File: src/rtl/matmul_pkg.sv
// Shared constants and FSM encoding for the matrix-multiply operand fetch stage.
package matmul_pkg;

    // Default geometry: 4x4 matrices of 16-bit unsigned words, 1-cycle BRAMs.
    localparam int DEF_N      = 4;
    localparam int DEF_DW     = 16;
    localparam int DEF_AW     = 4;
    localparam int DEF_RD_LAT = 1;

    // Products streamed per full pass (one per i,j,k triple).
    localparam int TOTAL = DEF_N * DEF_N * DEF_N;

    // FSM encoding kept as plain constants so older tools can consume it.
    typedef logic [1:0] state_t;
    localparam state_t IDLE  = 2'd0;
    localparam state_t FETCH = 2'd1;
    localparam state_t DRAIN = 2'd2;
    localparam state_t DONE  = 2'd3;

endpackage

File: src/rtl/matmul_index_counter.sv
// Nested i/j/k loop counter: k is innermost, all three wrap together.
module matmul_index_counter
    import matmul_pkg::*;
#(
    parameter int N  = DEF_N,
    parameter int CW = 2
) (
    input  logic          clk,
    input  logic          reset,
    input  logic          en,
    input  logic          clr,
    output logic [CW-1:0] i,
    output logic [CW-1:0] j,
    output logic [CW-1:0] k,
    output logic          k_last,
    output logic          all_last
);

    localparam logic [CW-1:0] MAX_IDX = CW'(N - 1);

    logic [CW-1:0] i_q, i_d;
    logic [CW-1:0] j_q, j_d;
    logic [CW-1:0] k_q, k_d;
    logic          j_last;
    logic          i_last;

    assign k_last   = (k_q == MAX_IDX);
    assign j_last   = (j_q == MAX_IDX);
    assign i_last   = (i_q == MAX_IDX);
    assign all_last = k_last & j_last & i_last;

    assign i = i_q;
    assign j = j_q;
    assign k = k_q;

    // Next-index logic: k steps every enabled cycle, j and i carry on wrap.
    always_comb begin
        i_d = i_q;
        j_d = j_q;
        k_d = k_q;
        if (clr) begin
            i_d = '0;
            j_d = '0;
            k_d = '0;
        end else if (en) begin
            if (k_last) begin
                k_d = '0;
                if (j_last) begin
                    j_d = '0;
                    i_d = i_last ? '0 : i_q + 1'b1;
                end else begin
                    j_d = j_q + 1'b1;
                end
            end else begin
                k_d = k_q + 1'b1;
            end
        end
    end

    // Index registers, cleared by the asynchronous active-low reset.
    always_ff @(posedge clk or negedge reset) begin
        if (!reset) begin
            i_q <= '0;
            j_q <= '0;
            k_q <= '0;
        end else begin
            i_q <= i_d;
            j_q <= j_d;
            k_q <= k_d;
        end
    end

endmodule

File: src/rtl/matmul_operand_fetch.sv
// Walks A and B in i,j,k order, issues BRAM reads and streams registered
// A[i][k]*B[k][j] products tagged with first/last-of-dot-product flags.
module matmul_operand_fetch
    import matmul_pkg::*;
#(
    parameter int N      = DEF_N,
    parameter int DW     = DEF_DW,
    parameter int AW     = DEF_AW,
    parameter int RD_LAT = DEF_RD_LAT
) (
    input  logic            clk,
    input  logic            reset,
    input  logic            start,
    output logic [AW-1:0]   addra,
    output logic [AW-1:0]   addrb,
    output logic            ena,
    input  logic [DW-1:0]   douta,
    input  logic [DW-1:0]   doutb,
    output logic [2*DW-1:0] mul_output,
    output logic            mul_valid,
    output logic            mul_first,
    output logic            mul_last,
    output logic            busy,
    output logic            done
);

    localparam int            CW        = (N > 1) ? $clog2(N) : 1;
    localparam logic [AW-1:0] LAST_ADDR = AW'(N * N - 1);

    state_t          state_q, state_d;
    logic [CW-1:0]   idx_i, idx_j, idx_k;
    logic            k_last, all_last;
    logic            issue;
    logic            pipe_empty;
    logic [RD_LAT:0] vld_q, vld_d;
    logic [RD_LAT:0] first_q, first_d;
    logic [RD_LAT:0] last_q, last_d;
    logic [2*DW-1:0] mul_output_q, mul_output_d;
    logic [2*DW-1:0] product;
    logic [AW-1:0]   addr_a_calc, addr_b_calc;

    assign issue = (state_q == FETCH);

    matmul_index_counter #(
        .N  (N),
        .CW (CW)
    ) u_index_counter (
        .clk      (clk),
        .reset    (reset),
        .en       (issue),
        .clr      (state_q == IDLE),
        .i        (idx_i),
        .j        (idx_j),
        .k        (idx_k),
        .k_last   (k_last),
        .all_last (all_last)
    );

    // Only the final stage may still hold an issue when the drain completes.
    assign pipe_empty = (vld_q[RD_LAT-1:0] == '0);

    // Control FSM: start is looked at only while idle and never queued.
    always_comb begin
        state_d = state_q;
        case (state_q)
            IDLE:    if (start)      state_d = FETCH;
            FETCH:   if (all_last)   state_d = DRAIN;
            DRAIN:   if (pipe_empty) state_d = DONE;
            DONE:                    state_d = IDLE;
            default:                 state_d = IDLE;
        endcase
    end

    // Row-major addresses; during drain they park on the final element.
    always_comb begin
        addr_a_calc = AW'(idx_i) * AW'(N) + AW'(idx_k);
        addr_b_calc = AW'(idx_k) * AW'(N) + AW'(idx_j);
        if (state_q == DRAIN) begin
            addra = LAST_ADDR;
            addrb = LAST_ADDR;
        end else begin
            addra = addr_a_calc;
            addrb = addr_b_calc;
        end
    end

    // Tag pipeline follows each issue through the BRAM and product register.
    always_comb begin
        vld_d   = {vld_q[RD_LAT-1:0],   issue};
        first_d = {first_q[RD_LAT-1:0], issue && (idx_k == '0)};
        last_d  = {last_q[RD_LAT-1:0],  issue && k_last};
    end

    // Full-width multiply, captured only when BRAM data belongs to an issue.
    always_comb begin
        product      = (2*DW)'(douta) * (2*DW)'(doutb);
        mul_output_d = vld_q[RD_LAT-1] ? product : mul_output_q;
    end

    // State, tag pipeline and product registers; reset flushes everything.
    always_ff @(posedge clk or negedge reset) begin
        if (!reset) begin
            state_q      <= IDLE;
            vld_q        <= '0;
            first_q      <= '0;
            last_q       <= '0;
            mul_output_q <= '0;
        end else begin
            state_q      <= state_d;
            vld_q        <= vld_d;
            first_q      <= first_d;
            last_q       <= last_d;
            mul_output_q <= mul_output_d;
        end
    end

    assign ena        = issue;
    assign mul_output = mul_output_q;
    assign mul_valid  = vld_q[RD_LAT];
    assign mul_first  = first_q[RD_LAT];
    assign mul_last   = last_q[RD_LAT];
    assign busy       = (state_q == FETCH) || (state_q == DRAIN);
    assign done       = (state_q == DONE);

endmodule
File: config.mk
export PLATFORM = sky130hd
export DESIGN_NAME = matmul_operand_fetch
export DESIGN_NICKNAME = d
export VERILOG_FILES = /design/src/rtl/matmul_pkg.sv /design/src/rtl/matmul_index_counter.sv /design/src/rtl/matmul_operand_fetch.sv
export SDC_FILE = /design/constraint.sdc
export NUM_CORES = 1
export LEC_CHECK = 0
export ABC_CLOCK_PERIOD_IN_PS = 3200
export CAP_MARGIN = 15
export CORE_ASPECT_RATIO = 1.1
export CORE_UTILIZATION = 40
export CTS_BUF_LIST = sky130_fd_sc_hd__clkbuf_8
export DETAILED_ROUTE_END_ITERATION = 8
export HOLD_SLACK_MARGIN = 0.03
export PLACE_DENSITY = 0.66
export SYNTH_ARGS = -nofsm -noshare
export SYNTH_HDL_FRONTEND = slang
export SYNTH_SLANG_ARGS = --single-unit
export TNS_END_PERCENT = 100
File: constraint.sdc
create_clock -name clk -period 3.2 [get_ports clk]
set_input_delay 0.48 -clock clk [delete_from_list [all_inputs] [get_ports clk]]
set_output_delay 0.48 -clock clk [all_outputs]
set_load 0.02 [all_outputs]
==> key figures <==
Run status
  – Failing checks: negative setup slack
  – Status: finished with violations

Drt
  – Via/cell ratio: between 4 and 5
  – Routed wire length: 27.73 mm
  – Drt first pass iters: 5
  – Antenna viol nets, final: 0
  – Top sig layer: met4
  – Iter 0 DRT Violations: 328
  – Drt wl/cell: 15.99 µm
  – DR DRC count: 0
  – WL met3: 723 µm
  – Via count: 8634
  – Met2 WL: 15.05 mm
  – DRT met1 WL: 11.10 mm

Timing
  – Tmin final: 5.697 ns
  – Setup violators final: 28
  – Final hold violation count: 0
  – Clock skew: 0.007391 ns
  – Worst Slack Setup Final: -2.497 ns
  – Fin crit share: 178.0%
  – Worst slew pin tran: a little over 1 ns
  – Slew HR: between 30% and 40%
  – RSZ-0062 raised after global routing: true
  – Final Slew Violations: 0
  – FMAX: 175.5 MHz

Clock tree
  – TritonCTS clock tree: built
  – Worst-Skew Late Latency: approximately 0.31 ns
  – Clk buf depth: 2
  – CTS H-Tree Depth: 2
  – CTS Buf Count: 5
  – Root buffer cell: clkbuf_8
  – CTS Hold Bufs: 0
  – Worst-path clk slew: 0.09 ns
  – Clock sinks: 46

Final layout
  – Post-route cell area: ~14000 µm²
  – Layout cells sized above 1: 30.33%
  – Final net count: 1728
  – Fillers: roughly 2200
  – Antenna cells: 0
  – Area Overhead vs Synth: 35.15%

Logic synthesis
  – Synth cell types: 52
  – Post-synthesis adder-cell area fraction: 50.17%
  – Syn Inst Count: roughly 1200
  – Post-Synthesis Net Count: 1501
  – Mux contribution to synthesized area: 2.494%
  – Area share of the largest cell type after synthesis: between 30% and 40%
  – Async SR Flop Fraction: 100.0%
  – Area leader, netlist: fa_1
  – Post-synthesis register bit count: between 40 and 50
  – Synth Area in Compound Gates: 6.937%
  – EDFF count, synth: 0
  – Commonest cells post-synth: inv_1, fa_1, nand2_1
  – XOR/XNOR share of the synthesized area: between 1.5 and 2%
  – Seq/Total Area, Yosys: 10.93%
  – Most common cell in the synthesized netlist: inv_1
  – Simple-gate share of the synthesized area: 17.35%
  – Synth Warn #: 0
  – Main flop type after synthesis: dfrtp_1
  – Largest family of logic cells by synthesized area: adder cells
  – Top cells by area, synth: fa_1, ha_1, dfrtp_1, inv_1, and2_1
  – Mapped Avg Cell Area: about 9.1 µm²
  – Cell Area, Synth: about 11000 µm²

Run
  – Max-cap check violation count: 0

Floorplan
  – Die Ht: 172.2 µm
  – Core Region: approximately 26000 µm²
  – Die area: 26990 µm²
  – Die Width: 156.7 µm
  – Top Ports: 81
  – Initial Util: 41.20%
  – # rows: 61

Setup path
  – Reg2Reg Depth: 3
  – WP data required: 3.37 ns
  – Critical path peak fanout: 5
  – Crit Path Class: primary input to register
  – Reg-to-reg startpoint: vld_q[0]
  – Critical path startpoint category: primary input
  – Worst endpoint data arrival time: slightly below 6 ns
  – R2r endpoint: mul_output[28]
  – Crit end category: register
  – Reg2Reg Setup Slack: around 1.1 ns

GRT
  – First-pass GRT wire length: 45.58 mm
  – Initial antenna violation count: 0
  – Vias in the first global route: roughly 9400
  – Largest net degree at the start of global routing: 47
  – GR Util All Layers: between 20% and 30%
  – Total grt overflow: 0

Placed design
  – Port Buffer Count: 80
  – Placer Congestion: approximately 0.87
  – Pre-CTS WS: -3.266 ns
  – Hpwl dp: around 22 mm
  – DP Area: 12930 µm²

Min path
  – Hold Path Class: primary input to async pin
## worst max-delay path by stage
stage / from / end / slack [ns] / cells past startpoint
after floorplan: doutb[4] / mul_output[25] / -2.49 / 20
after global placement: douta[7] / mul_output[25] / -3.28 / 20
after detailed placement: doutb[6] / mul_output[25] / -3.27 / 20
after CTS: douta[5] / mul_output[25] / -2.47 / 22
after global routing: douta[5] / mul_output[25] / -2.68 / 21
final: douta[5] / mul_output[25] / -2.50 / 21
## metal layers
layer / up-vias / global-route usage, %
li1: 4008 / -
met5: - / 0
met3: 62 / 1.930
met2: 161 / 40.71
met1: 4403 / 25.42
met4: 0 / 7.076
## logic make-up (layout without fill, tap and decap cells)
| logic type | Yosys count | after routing |
|---|---|---|
| AO/OA/AOI/OAI | 109 | 109 |
| buffers and inverters | 283 | 511 |
| multiplexers | 24 | 24 |
| adder cells (fa/ha/maj) | 306 | 306 |
| flip-flops | 46 | 46 |
| XOR/XNOR | 23 | 23 |
| AND/OR/NAND/NOR | 369 | 369 |
## final cells by class
type                    instances  area [µm²]  area share, %
flip-flops and latches         46        1151          8.086
well taps                     346       432.9          3.041
clock inverters                 3       43.79         0.3076
repair buffers                271        2406          16.90
clock buffers                   5       68.82         0.4834
multi-input cells             831        9263          65.06
inverters                     232       870.8          6.117
## sequential cells by signal, summed over array words and instances, names as in the netlist
| name | flops |
|---|---|
| last_q | 2 |
| first_q | 2 |
| u_index_counter.k | 2 |
| state_q | 2 |
| vld_q | 2 |
| u_index_counter.j | 2 |
| mul_output | 32 |
| u_index_counter.i | 2 |
## timing repair
item	4_1_cts	5_1_grt
buffers inserted	30	16
pin swaps	94	97
gates resized for setup	240	121
hold endpoints to repair	0	0
gates cloned	1	0
setup endpoints to repair	28	28
## layout by cell type, fill, tap and decap left out, types with 7 or more instances in the layout
| master | instances |
|---|---|
| fa_2 | 12 |
| and2_1 | 108 |
| nand2_2 | 10 |
| nand3_1 | 8 |
| mux2_2 | 10 |
| xnor2_1 | 8 |
| ha_4 | 25 |
| buf_2 | 12 |
| nand4_1 | 10 |
| ha_1 | 84 |
| or2_2 | 7 |
| buf_4 | 143 |
| a21oi_2 | 11 |
| buf_6 | 47 |
| dfrtp_1 | 46 |
| a21oi_4 | 8 |
| and2_4 | 20 |
| a21o_1 | 13 |
| a21oi_1 | 21 |
| clkdlybuf4s50_1 | 48 |
| inv_2 | 30 |
| mux2_4 | 8 |
| inv_1 | 202 |
| xnor2_2 | 7 |
| nor2_1 | 24 |
| fa_1 | 182 |
| nand2_1 | 147 |
## stage by stage
step                      TNS [ns]  std cells  utilization (%)  hold slack (ns)
after floorplan             -50.37       1160                -           0.1844
after global placement      -76.20       1687            50.57           0.3376
after detailed placement    -76.49       1687            50.57           0.3470
after CTS                   -55.43       1726            53.71           0.3666
after global routing        -59.98       1734            55.68           0.3758
final                       -55.81       1734            55.68           0.3387
## critical path: stages
cell and delay, ns:
buf_8 0.10, buf_12 0.12, and2_4 0.13, fa_1 0.49, inv_2 0.04, fa_2 0.53
fa_2 0.44, fa_1 0.49, inv_1 0.05, fa_1 0.50, inv_2 0.04, fa_1 0.51
inv_2 0.05, ha_4 0.26, nand4_1 0.14, or4_4 0.60, a31oi_4 0.25, o21bai_4 0.10
a22o_1 0.28, xor2_1 0.18, a21oi_2 0.07
Power is not shown: default switching activity piles up to over one toggle a cycle in this logic, so the estimate is an artifact.
==> patch 1, RTL diff (same flow settings) <==
The package constant `DEF_RD_LAT` goes from 1 to 2.
--- a/src/rtl/matmul_pkg.sv
+++ b/src/rtl/matmul_pkg.sv
@@ -5,7 +5,7 @@
     localparam int DEF_N      = 4;
     localparam int DEF_DW     = 16;
     localparam int DEF_AW     = 4;
-    localparam int DEF_RD_LAT = 1;
+    localparam int DEF_RD_LAT = 2;
 
     // Products streamed per full pass (one per i,j,k triple).
     localparam int TOTAL = DEF_N * DEF_N * DEF_N;
Function: changed (Yosys sat finds a counterexample within 4 cycles, from zero or initial values and one cycle with reset low).
==> patch 1 against the unedited design <==
- highest routed layer unchanged
- routed wire length is 15% higher
- the run still ends with negative setup slack left
- sequential cell count up 3
- cell area grew 9.5%
- largest cell class unchanged
- setup slack improved by 0.19 ns
- clock skew is 0.0027 ns higher
- area after synthesis grew 0.70%
Power is not shown: default switching activity piles up to over one toggle a cycle in this logic, so the estimate is an artifact.
==> patch 1: results (changes against the unedited design) <==
{| class="wikitable"
! Metric !! Value
|-
| End point of the critical path || mul_output[26]$_DFFE_PN0P_
|-
| Worst hold slack || 0.257 ns (-0.0816 ns)
|-
| Total routing resource utilization after global routing || 0.240 (+0.0245)
|-
| Violated checks || negative setup slack
|-
| Global-route wire length before repair || 51.4 mm (+13%)
|-
| Total number of nets in the final design || 1804 (+4.4%)
|-
| Setup total negative slack || -52.32 ns (+3.49 ns)
|-
| Origin of the worst setup path || doutb[4]
|-
| Level count of the clock H-tree || 2 (unchanged)
|-
| Number of gates resized after CTS || 282 (+18%)
|-
| Total vias in the final route || 9219 (+6.8%)
|-
| Count of unique library cells instantiated by Yosys || 55 (+5.8%)
|-
| Register-to-register path setup slack || 1.57 ns (+0.52 ns)
|-
| Final routed wirelength across all metal layers || 32.0 mm (+15%)
|-
| Buffer levels on the longest clock path || 2 (unchanged)
|-
| Leading register cell type out of synthesis || dfrtp_1
|-
| Mean post-synth cell area || 9.11 um2 (+0.27%)
|-
| Detail Placement HPWL || 22.5 mm (+2.0%)
|-
| Flip-flop count of the largest register, all copies and words added || 32 (unchanged)
|-
| Path category of the worst min-delay check || primary input to async pin
|-
| Maximum number of pins on one net before global-route repair || 39 (-17%)
|-
| Outcome || finished, violations left
|-
| Setup repair bufs after CTS || 60 (+100%)
|-
| Part of the Yosys area used for sequential elements || 0.116 (+0.00632)
|-
| Final Worst Setup Slack || -2.31 ns (+0.188 ns)
|-
| Violation count after the first detailed-route iteration || 556 (+70%)
|-
| Skew final || 0.0101 ns (+0.00272 ns)
|-
| Dpl cell area || 13400 um2 (+3.7%)
|-
| Main area contributors after synthesis || fa_1 37%, ha_1 13%, dfrtp_1 12%
|-
| Slew at the pin closest to its max-slew limit || 0.803 ns (-0.229 ns)
|-
| Worst endpoint data arrival time || 5.71 ns (-0.16 ns)
|-
| Gpl congestion || 0.860 (-0.89%)
|-
| Commonest cells post-synth || 232 x inv_1, 194 x fa_1, 166 x nand2_1
|-
| Critical path fanouts, max || 6 (+1)
|-
| Clock tree root driver cell || clkbuf_8
|-
| Drt wl/cell || 17.6 um (+10%)
|-
| R2R Path End || mul_output[25]$_DFFE_PN0P_
|-
| Start of the worst register-to-register path || vld_q[1]$_DFF_PN0_
|-
| CTS buffer count || 5 (unchanged)
|-
| Post-Place Setup Slack || -3.04 ns (+0.228 ns)
|-
| Cell Count Post-Placement || 1715 (+1.7%)
|-
| Via count of the first global-routing pass || 9929 (+5.2%)
|-
| Antenna diode count || 0 (unchanged)
|-
| Synth Net Count || 1506 (+0.33%)
|-
| # setup viols final || 28 (unchanged)
|-
| Share of cells above drive strength 1 || 0.393 (+0.0894)
|}
patch 1: cell types whose count changed in the layout (fill, tap and decap cells not counted), moves of 12 or more:
| cell | unedited run | this run |
|---|---|---|
| fa_2 | 12 | 27 |
| and2_4 | 20 | 41 |
| buf_6 | 47 | 76 |
| ha_1 | 84 | 72 |
| and2_1 | 108 | 86 |
| buf_12 | 4 | 19 |
| nand2_2 | 10 | 22 |
| inv_1 | 202 | 186 |
| fa_1 | 182 | 167 |
| buf_4 | 143 | 166 |
| inv_2 | 30 | 46 |
patch 1: cell type report:
type                       instances  area (um2)
inverter                         233         875
clock inverter                     3        17.5
clock buffer                       5        68.8
fill                            2107       10500
multi-input combinational        835        9570
timing repair buffer             339        3390
tap                              352         440
sequential                        49        1230
patch 1: layer usage:
layer / global-route usage / part of all wire / up-vias
met3: 0.0373 / 0.060 / 93
li1: - / - / 4190
met1: 0.313 / 0.41 / 4601
met5: 0 / 0 / -
met4: 0.0769 / 0.040 / 0
met2: 0.405 / 0.49 / 335
patch 1: cell families (layout without fill, tap and decap cells):
group,count (synthesis),after routing,synth area share
fa+ha+maj,306,306,0.498
mux,21,21,0.0219
compound gates,124,124,0.0763
xor+xnor,21,21,0.0173
simple gates,363,363,0.170
flops,49,49,0.116
buf+inv,281,580,0.100
patch 1: critical path: stages:
cell and delay [ns]:
buf_12 0.11, buf_12 0.13, and2_4 0.15, fa_1 0.51
inv_1 0.06, fa_1 0.54, inv_1 0.05, fa_1 0.54
fa_2 0.45, fa_1 0.51, inv_1 0.06, fa_1 0.52
inv_2 0.05, ha_4 0.26, a21oi_4 0.17, o211ai_1 0.12
a21o_1 0.19, a211o_1 0.32, and4b_1 0.21, a211o_1 0.26
==> patch 2, RTL diff (same flow settings) <==
Made on the original files. Reset style: synchronous (`reset`), changed in 2 clocked blocks. Comments in the files are not updated.
--- a/src/rtl/matmul_index_counter.sv
+++ b/src/rtl/matmul_index_counter.sv
@@ -58,7 +58,7 @@
     end
 
     // Index registers, cleared by the asynchronous active-low reset.
-    always_ff @(posedge clk or negedge reset) begin
+    always_ff @(posedge clk) begin
         if (!reset) begin
             i_q <= '0;
             j_q <= '0;
--- a/src/rtl/matmul_operand_fetch.sv
+++ b/src/rtl/matmul_operand_fetch.sv
@@ -98,7 +98,7 @@
     end
 
     // State, tag pipeline and product registers; reset flushes everything.
-    always_ff @(posedge clk or negedge reset) begin
+    always_ff @(posedge clk) begin
         if (!reset) begin
             state_q      <= IDLE;
             vld_q        <= '0;
Check against the original RTL: differs if reset is asserted again (counterexample within 4 cycles, from zero or initial values and one cycle with reset low); with reset held inactive, the same outputs for 10 cycles.
==> patch 2 against the unedited design <==
- the flow still finishes with violations (negative setup slack)
- routed wire length is 12% higher
- clock skew is 0.0025 ns higher
- sequential share of layout area is 2.0 points lower
- setup slack better by 0.0064 ns
- largest cell class unchanged
- area after synthesis is 1.5% lower
- fmax is 0.11% higher
- via count is 8.1% higher
- cell area is 6.0% higher
- global-route usage is 2.6 points higher
- cell count is 6.3% higher
- highest routed layer unchanged
- sequential cell count stayed put
Power is not shown: default switching activity piles up to over one toggle a cycle in this logic, so the estimate is an artifact.
==> patch 2: results (changes against the unedited design) <==
{| class="wikitable"
! Metric !! Value
|-
| Share of flip-flops with an asynchronous set or reset after synthesis || 0 (-1.00)
|-
| Setup total negative slack || -53.37 ns (+2.44 ns)
|-
| Synth Net Count || 1535 (+2.3%)
|-
| Gpl congestion || 0.903 (+4.0%)
|-
| Path category of the worst min-delay check || register to register
|-
| Fillers || 2076 (-6.9%)
|-
| Maximum number of pins on one net before global-route repair || 22 (-53%)
|-
| Via count of the first global-routing pass || 9923 (+5.2%)
|-
| Maximum cell stage delay along the critical path || 0.54 ns (-0.06 ns)
|-
| Total vias in the final route || 9330 (+8.1%)
|-
| Final routed wirelength across all metal layers || 31.1 mm (+12%)
|-
| Final instance count without filler cells || 1844 (+6.3%)
|-
| Outcome || finished, violations left
|-
| Total routing resource utilization after global routing || 0.241 (+0.0262)
|-
| Final hold violation count || 0 (unchanged)
|-
| Leading register cell type out of synthesis || dfxtp_1
|-
| # setup viols final || 27 (-3.6%)
|-
| Violation count after the first detailed-route iteration || 491 (+50%)
|-
| Detail Placement HPWL || 22.5 mm (+1.9%)
|-
| Worst endpoint data arrival time || 5.93 ns (+0.06 ns)
|-
| Final Worst Setup Slack || -2.49 ns (+0.00641 ns)
|-
| Commonest cells post-synth || 235 x inv_1, 194 x fa_1, 163 x nand2_1
|-
| Part of the Yosys area used for sequential elements || 0.0888 (-0.0205)
|-
| Dpl cell area || 13200 um2 (+2.3%)
|-
| Violated checks || negative setup slack
|-
| Count of unique library cells instantiated by Yosys || 54 (+3.8%)
|-
| Main area contributors after synthesis || fa_1 37%, ha_1 14%, dfxtp_1 8.9%
|-
| Global-route wire length before repair || 50.6 mm (+11%)
|-
| Slew at the pin closest to its max-slew limit || 0.672 ns (-0.360 ns)
|-
| Skew final || 0.00986 ns (+0.00247 ns)
|-
| Standard cell with the maximum stage delay on the critical path || fa_1
|}
[patch 2: cell count changes in the layout (fill, tap and decap cells not counted), moves of 13 or more]
| cell | change |
|---|---|
| fa_1 | -17 |
| dfxtp_1 | +46 |
| buf_6 | +28 |
| dfrtp_1 | -46 |
| nor2_1 | +13 |
| fa_2 | +17 |
| buf_4 | +40 |
[patch 2: layout make-up]
class                      instances  area, um2  area share
multi-input combinational        860       9380       0.621
timing repair buffer             349       3390       0.224
sequential                        46        921      0.0610
inverter                         235        882      0.0584
tap                              346        433      0.0287
clock buffer                       6       82.6     0.00547
clock inverter                     2       16.3     0.00108
[patch 2: path summary, 6_finish.rpt]
| path | from | endpoint | slack [ns] | depth (start not counted) |
|---|---|---|---|---|
| setup reg to reg | vld_q[0]$_SDFF_PN0_ | mul_output[25]$_SDFFE_PN0P_ | 1.34 | 3 |
| setup / recovery | doutb[4] | mul_output[25]$_SDFFE_PN0P_ | -2.49 | 21 |
| hold reg to reg | first_q[0]$_SDFF_PN0_ | first_q[1]$_SDFF_PN0_ | 0.44 | 1 |
| hold / removal | first_q[0]$_SDFF_PN0_ | first_q[1]$_SDFF_PN0_ | 0.44 | 1 |
[patch 2: metal layers]
metal / part of all wire / GRT usage / up-vias
li1: - / - / 4309
met1: 0.42 / 0.316 / 4651
met2: 0.50 / 0.416 / 295
met3: 0.044 / 0.0233 / 75
met4: 0.034 / 0.0857 / 0
met5: 0 / 0 / -
[patch 2: critical path, delay by kind of cell]
family,cells,cell delay (ns)
buffers and inverters,6,0.41
and+or+nand+nor,5,1.19
AOI/OAI and AO/OA,3,0.49
adders and majority gates,7,3.35
[patch 2: cells by family (layout without fill, tap and decap cells)]
kind of cell | Yosys count | after routing | share of synthesized area
XOR/XNOR | 16 | 16 | 0.0135
adder cells (fa/ha/maj) | 306 | 306 | 0.509
AND/OR/NAND/NOR | 405 | 405 | 0.193
multiplexers | 15 | 15 | 0.0146
flip-flops | 46 | 46 | 0.0888
buffers and inverters | 288 | 592 | 0.105
AO/OA/AOI/OAI | 118 | 118 | 0.0755
[patch 2: what timing repair did]
action,4_1_cts,5_1_grt
cloned,9,1
pin swaps,137,114
gates resized for setup,335,121
hold buffers,0,0
setup buffers,60,27
setup endpoints to repair,28,28
[patch 2: metrics by stage]
| stage | setup slack, ns | util |
|---|---|---|
| after floorplan | -2.45 | - |
| after global placement | -3.15 | 0.522 |
| after detailed placement | -3.19 | 0.522 |
| after CTS | -2.50 | 0.579 |
| after global routing | -2.65 | 0.596 |
| final | -2.49 | 0.596 |
